### src/rtl/mram_sp_be_init.sv
// Single-port RAM with per-byte write enables, a registered read port that holds
// its value, and a hardware sweep that zeroes every entry after reset or on request.
module mram_sp_be_init #(
    parameter int P_DW       = 6,
    parameter int AW         = 6,
    parameter bit CLR_ON_RST = 1'b1,
    localparam int DW        = 1 << P_DW
) (
    input  logic            CLK,
    input  logic            RST,
    input  logic            CLR,
    output logic            BUSY,
    input  logic [AW-1:0]   ADDR,
    input  logic            RE,
    output logic [DW-1:0]   DOUT,
    input  logic [DW/8-1:0] WE,
    input  logic [DW-1:0]   DIN
);

    localparam int DEPTH = 1 << AW;
    localparam int NB    = DW / 8;
    localparam logic [AW-1:0] CNT_LAST = '1;

    typedef enum logic {
        S_IDLE,
        S_CLEAR
    } state_t;

    state_t          state_q, state_d;
    logic [AW-1:0]   cnt_q, cnt_d;
    logic            start_clr;
    logic [DW-1:0]   mem [DEPTH];

    always_comb begin
        state_d   = state_q;
        cnt_d     = cnt_q;
        start_clr = 1'b0;
        case (state_q)
            S_IDLE: begin
                if (CLR) begin
                    state_d   = S_CLEAR;
                    cnt_d     = '0;
                    start_clr = 1'b1;
                end
            end
            S_CLEAR: begin
                // Counter parks on the last entry so entry 0 is never re-cleared.
                if (cnt_q == CNT_LAST) state_d = S_IDLE;
                else                   cnt_d   = cnt_q + 1'b1;
            end
            default: state_d = S_IDLE;
        endcase
    end

    always_ff @(posedge CLK) begin
        if (RST) begin
            state_q <= CLR_ON_RST ? S_CLEAR : S_IDLE;
            cnt_q   <= '0;
        end else begin
            state_q <= state_d;
            cnt_q   <= cnt_d;
        end
    end

    assign BUSY = (state_q == S_CLEAR);

    always_ff @(posedge CLK) begin
        if (!RST) begin
            if (state_q == S_CLEAR) begin
                mem[cnt_q] <= '0;
            end else begin
                for (int unsigned i = 0; i < NB; i++) begin
                    if (WE[i]) mem[ADDR][8*i +: 8] <= DIN[8*i +: 8];
                end
            end
        end
    end

    // Read-first: DOUT samples the array before a same-cycle write lands;
    // a sweep start forces zero even if a read was accepted on that edge.
    always_ff @(posedge CLK) begin
        if (RST) begin
            DOUT <= '0;
        end else if (state_q == S_IDLE) begin
            if (start_clr)  DOUT <= '0;
            else if (RE)    DOUT <= mem[ADDR];
        end
    end

endmodule

### config.mk
export PLATFORM = sky130hd
export DESIGN_NAME = mram_sp_be_init
export DESIGN_NICKNAME = d
export VERILOG_FILES = /design/src/rtl/mram_sp_be_init.sv
export SDC_FILE = /design/constraint.sdc
export NUM_CORES = 2
export LEC_CHECK = 0
export ABC_CLOCK_PERIOD_IN_PS = 3800
export BUFFER_PORTS_ARGS = -buffer_cell sky130_fd_sc_hd__buf_2
export CAP_MARGIN = 20
export CORE_ASPECT_RATIO = 1.4
export CORE_MARGIN = 2
export CORE_UTILIZATION = 40
export CTS_BUF_LIST = sky130_fd_sc_hd__clkbuf_4 sky130_fd_sc_hd__clkbuf_8
export DETAILED_ROUTE_END_ITERATION = 12
export PLACE_DENSITY = 0.55
export RECOVER_POWER = 50
export SYNTH_ARGS = -nofsm -noshare
export SYNTH_HDL_FRONTEND = slang
export SYNTH_SLANG_ARGS = --single-unit
export TNS_END_PERCENT = 30
### constraint.sdc
create_clock -name CLK -period 3.8 [get_ports CLK]
set_input_delay 0.38 -clock CLK [delete_from_list [all_inputs] [get_ports CLK]]
set_output_delay 0.38 -clock CLK [all_outputs]
set_load 0.05 [all_outputs]
==> Implementation_results.wiki <==
{| class="wikitable"
! Metric !! Value
|-
| Maximum clock insertion buffer count || 4
|-
| Transition time of the tightest slew-check pin || 1.62 ns
|-
| Clock-pin slew of the registers on the worst-case setup and hold paths || 0.06 ns
|-
| WP data required || between 4 and 5 ns
|-
| Pin count of the biggest net entering global routing || 65
|-
| Most common cell in the synthesized netlist || sky130_fd_sc_hd__edfxtp_1
|-
| Synth Register Bits || 4167
|-
| Clk Latency, worst-skew pair || 1.13 ns
|-
| Pins over their slew limit || 1172
|-
| Critical path capture point type || register
|-
| CTS sink cnt || 4167
|-
| Distinct cell type count after synthesis || 55
|-
| Final number of hold-violating endpoints || 0
|-
| Relative area change from synthesis to final layout || 16.0%
|-
| Overall die width || ~540 µm
|-
| Number of antenna-violating nets in the routed design || 0
|-
| Failing checks || capacitance limit, slew limit, setup timing
|-
| Buffers on Ports || 146
|-
| Top Ports || 147
|-
| Run status || finished, violations left
|-
| Number of nets in the finished design || 9253
|-
| Post-layout total power || 0.0895 W
|-
| Clock network power share || 0.400
|-
| Met2 usage in global routing || 0.425
|-
| Placement row count || 276
|-
| CTS H-tree lvls || 6
|-
| Share of the clock period used by the worst path || 1.02
|-
| Proportion of synthesized flip-flops having asynchronous set or reset || 0
|-
| Maximum operating frequency || roughly 260 MHz
|-
| Master of the slowest instance on the critical path || sky130_fd_sc_hd__nor4b_2
|-
| DRC marker count from the first detailed-route iteration || about 11000
|-
| Peak supply drop || 0.000275 V
|-
| GRT Residual Overflow || 0
|-
| Time the worst path needs with I/O delays and setup || 3.87 ns
|-
| Summed negative setup slack over all endpoints || -0.0699 ns
|-
| Post-detailed-route DRC marker count || 0
|-
| Switching power summed over all nets || 0.0198 W
|-
| Cell types occupying the most area after synthesis || sky130_fd_sc_hd__edfxtp_1 (76%), sky130_fd_sc_hd__mux4_2 (12%), sky130_fd_sc_hd__mux2i_1 (2.7%), sky130_fd_sc_hd__a22oi_1 (1.3%), sky130_fd_sc_hd__nor2_1 (1.3%)
|-
| Master cell of the clock root buffer || sky130_fd_sc_hd__clkbuf_8
|-
| Type of element launching the critical path || register
|-
| Biggest fanout along the worst timing path || 23
|-
| Type of the setup path with the least slack || reg2reg
|-
| Routed wirelength normalized by instance count || 36.3 µm
|-
| Syn_area_per_cell || 20.7 µm²
|-
| Most utilized layer in the global route result || met2
|-
| Final setup violating endpoints || 1
|-
| Wire length of the first global-routing pass || 737 mm
|-
| Worst hold-check path type || in2reg
|-
| Arrival @ worst endpoint || 4.89 ns
|-
| Proportion of total power due to net switching || 0.221
|-
| Count of maximum capacitance violations || 23
|-
| Relative slew margins || -0.0775
|-
| Combinational cell fraction of total power || 0.043
|-
| Number of enable flip-flop cells after synthesis || 4096
|-
| Area leader, netlist || sky130_fd_sc_hd__edfxtp_1
|-
| Peak per-stage delay on the critical path || 1.26 ns
|-
| Detailed-route wire length || 542 mm
|-
| Number of buffers added by the clock tree synthesis step || 618
|-
| CTS tree || built
|-
| Nets in the synthesized netlist || 7923
|-
| Internal power || around 0.07 W
|-
| Vias after detailed routing || just under 90000
|-
| Die height || approximately 760 µm
|-
| Count of synthesis-stage warnings from yosys || 0
|-
| Via count of the first global-routing pass || 89262
|-
| Number of search-and-repair iterations in the first detailed-routing pass || 5
|-
| Pwr per Cell Area || about 480 nW/µm²
|-
| Count of mapped cells out of synthesis || 7840
|-
| Share of the synthesized area in the top cell type || 0.758
|-
| Minimum setup slack in the final design || -0.0699 ns
|-
| Initial Util || 0.402
|-
| HPWL after DPL || 360 mm
|-
| Tightest hold margin || 0.0816 ns
|-
| Core ar. || 404000 µm²
|-
| Met1 Usage GRT || 0.325
|-
| Portion of the post-synthesis area used by sequential elements || 0.766
|-
| Leakage power figure || 67.3 nW
|-
| Most instantiated cells after synthesis || sky130_fd_sc_hd__edfxtp_1 (4096), sky130_fd_sc_hd__mux4_2 (862), sky130_fd_sc_hd__nor2_1 (544), sky130_fd_sc_hd__mux2i_1 (435), sky130_fd_sc_hd__a22oi_1 (290)
|-
| RSZ-0062 raised after global routing || no
|-
| Routed via count divided by cell count || 5.90
|-
| Met3 demand-to-capacity share in global routing || 0.0584
|-
| Proportion of layout cells with a drive suffix above 1 || 0.316
|-
| Buffers inserted by post-CTS timing repair || 0
|-
| GR Util All Layers || 0.261
|-
| Cell Chain, Critical Path || buf_12 -> nor4b_2 -> nand2b_1 -> o21ai_0 -> a211oi_1 -> nor4_1
|-
| Gp weighted congestion || 0.884
|-
| Post-synthesis cell area || 162000 µm²
|-
| Full die area || 411000 µm²
|-
| Initial antenna violation count || 39
|-
| Sequential group share of total power || 0.557
|-
| Max Clock Skew || about 0.072 ns
|-
| Dominant register cell in the synthesized netlist || sky130_fd_sc_hd__edfxtp_1
|}
## layer usage
| metal | share of wire | vias up | wire (µm) |
|---|---|---|---|
| li1 | - | 35477 | - |
| met1 | 0.37 | 47212 | 200000 |
| met2 | 0.48 | 4548 | 262000 |
| met3 | 0.088 | 1035 | 47500 |
| met4 | 0.060 | 10 | 32600 |
| met5 | 0.00011 | - | 60 |
## cells in the final DEF (no fill, tap or decap), types with 23 or more instances in the layout
| cell | n |
|---|---|
| sky130_fd_sc_hd__edfxtp_1 | 4096 |
| sky130_fd_sc_hd__mux4_2 | 862 |
| sky130_fd_sc_hd__buf_4 | 793 |
| sky130_fd_sc_hd__clkbuf_8 | 650 |
| sky130_fd_sc_hd__nor2_1 | 541 |
| sky130_fd_sc_hd__mux2i_1 | 434 |
| sky130_fd_sc_hd__a22oi_1 | 290 |
| sky130_fd_sc_hd__clkbuf_4 | 203 |
| sky130_fd_sc_hd__clkinv_1 | 142 |
| sky130_fd_sc_hd__a21oi_1 | 136 |
| sky130_fd_sc_hd__clkbuf_1 | 116 |
| sky130_fd_sc_hd__buf_12 | 93 |
| sky130_fd_sc_hd__nand2_1 | 82 |
| sky130_fd_sc_hd__buf_2 | 81 |
| sky130_fd_sc_hd__dfxtp_1 | 71 |
| sky130_fd_sc_hd__clkbuf_2 | 67 |
| sky130_fd_sc_hd__o22ai_1 | 66 |
| sky130_fd_sc_hd__clkinv_2 | 65 |
| sky130_fd_sc_hd__nand3_1 | 60 |
| sky130_fd_sc_hd__mux2_2 | 56 |
| sky130_fd_sc_hd__dlygate4sd3_1 | 54 |
| sky130_fd_sc_hd__nand4_1 | 53 |
| sky130_fd_sc_hd__and3_1 | 47 |
| sky130_fd_sc_hd__a211oi_1 | 45 |
| sky130_fd_sc_hd__and2_2 | 42 |
| sky130_fd_sc_hd__a31oi_1 | 41 |
| sky130_fd_sc_hd__nor4_1 | 32 |
| sky130_fd_sc_hd__o21ai_0 | 31 |
| sky130_fd_sc_hd__o211ai_1 | 29 |
| sky130_fd_sc_hd__diode_2 | 28 |
| sky130_fd_sc_hd__a21o_1 | 25 |
| sky130_fd_sc_hd__nand4_2 | 23 |
| sky130_fd_sc_hd__nand4_4 | 23 |
## area by class of cell
type	instances	area [µm²]
clock buffer	843	10400
timing repair buffer	1217	9660
fill	33868	215000
antenna	28	70.1
clock inverter	252	1450
sequential	4167	124000
multi-input combinational	3166	35800
tap	5282	6610
## registers in the layout, indices dropped and copies added (netlist names)
| register | count |
|---|---|
| DOUT | 64 |
| mem | 4096 |
| BUSY | 1 |
| cnt_q | 6 |
## stage by stage
stage	instance area [µm²]	instances	utilization	setup WS (ns)
after floorplan	162000	7840	-	0.764
after global placement	177000	13778	0.439	-0.00409
after detailed placement	177000	13778	0.439	-0.0292
after CTS	190000	14927	0.469	0.225
after global routing	188000	14940	0.466	0.115
final	188000	14955	0.467	-0.0699
## power groups by stage
stage / combinational, W / clock [W] / sequential [W]
after detailed placement: 0.00382 / 0 / 0.0508
final: 0.00387 / 0.0358 / 0.0499
after CTS: 0.00388 / 0.0363 / 0.0499
after global placement: 0.00381 / 0 / 0.0508
after floorplan: 0.00221 / 0 / 0.0508
after global routing: 0.00398 / 0.0381 / 0.0498
## kinds of logic after synthesis
| group | synth area share |
|---|---|
| compound gates | 0.0350 |
| fa+ha+maj | 0.0000771 |
| buf+inv | 0.0148 |
| flops | 0.766 |
| mux | 0.151 |
| simple gates | 0.0324 |
## what timing repair did
action                                 in CTS  in global routing
resized for setup                           0                  0
endpoints found under the hold margin    2193                  0
hold buffers                               54                  0
## critical path: cells and delay by family (launching register included)
kind | cells | cell delay [ns]
flip-flops | 1 | 0.36
buffers and inverters | 1 | 0.20
AND/OR/NAND/NOR | 3 | 2.25
AO/OA/AOI/OAI | 2 | 0.92
## final timing paths
check / from / end / slack, ns / cells past startpoint
hold reg to reg: cnt_q[4] / cnt_q[4] / 0.61 / 2
setup / recovery: BUSY / DOUT[29] / -0.07 / 6
hold / removal: DIN[50] / mem[30][50] / 0.08 / 2
setup reg to reg: BUSY / DOUT[29] / -0.07 / 6
Note: power is estimated with default switching activity, not from simulation.
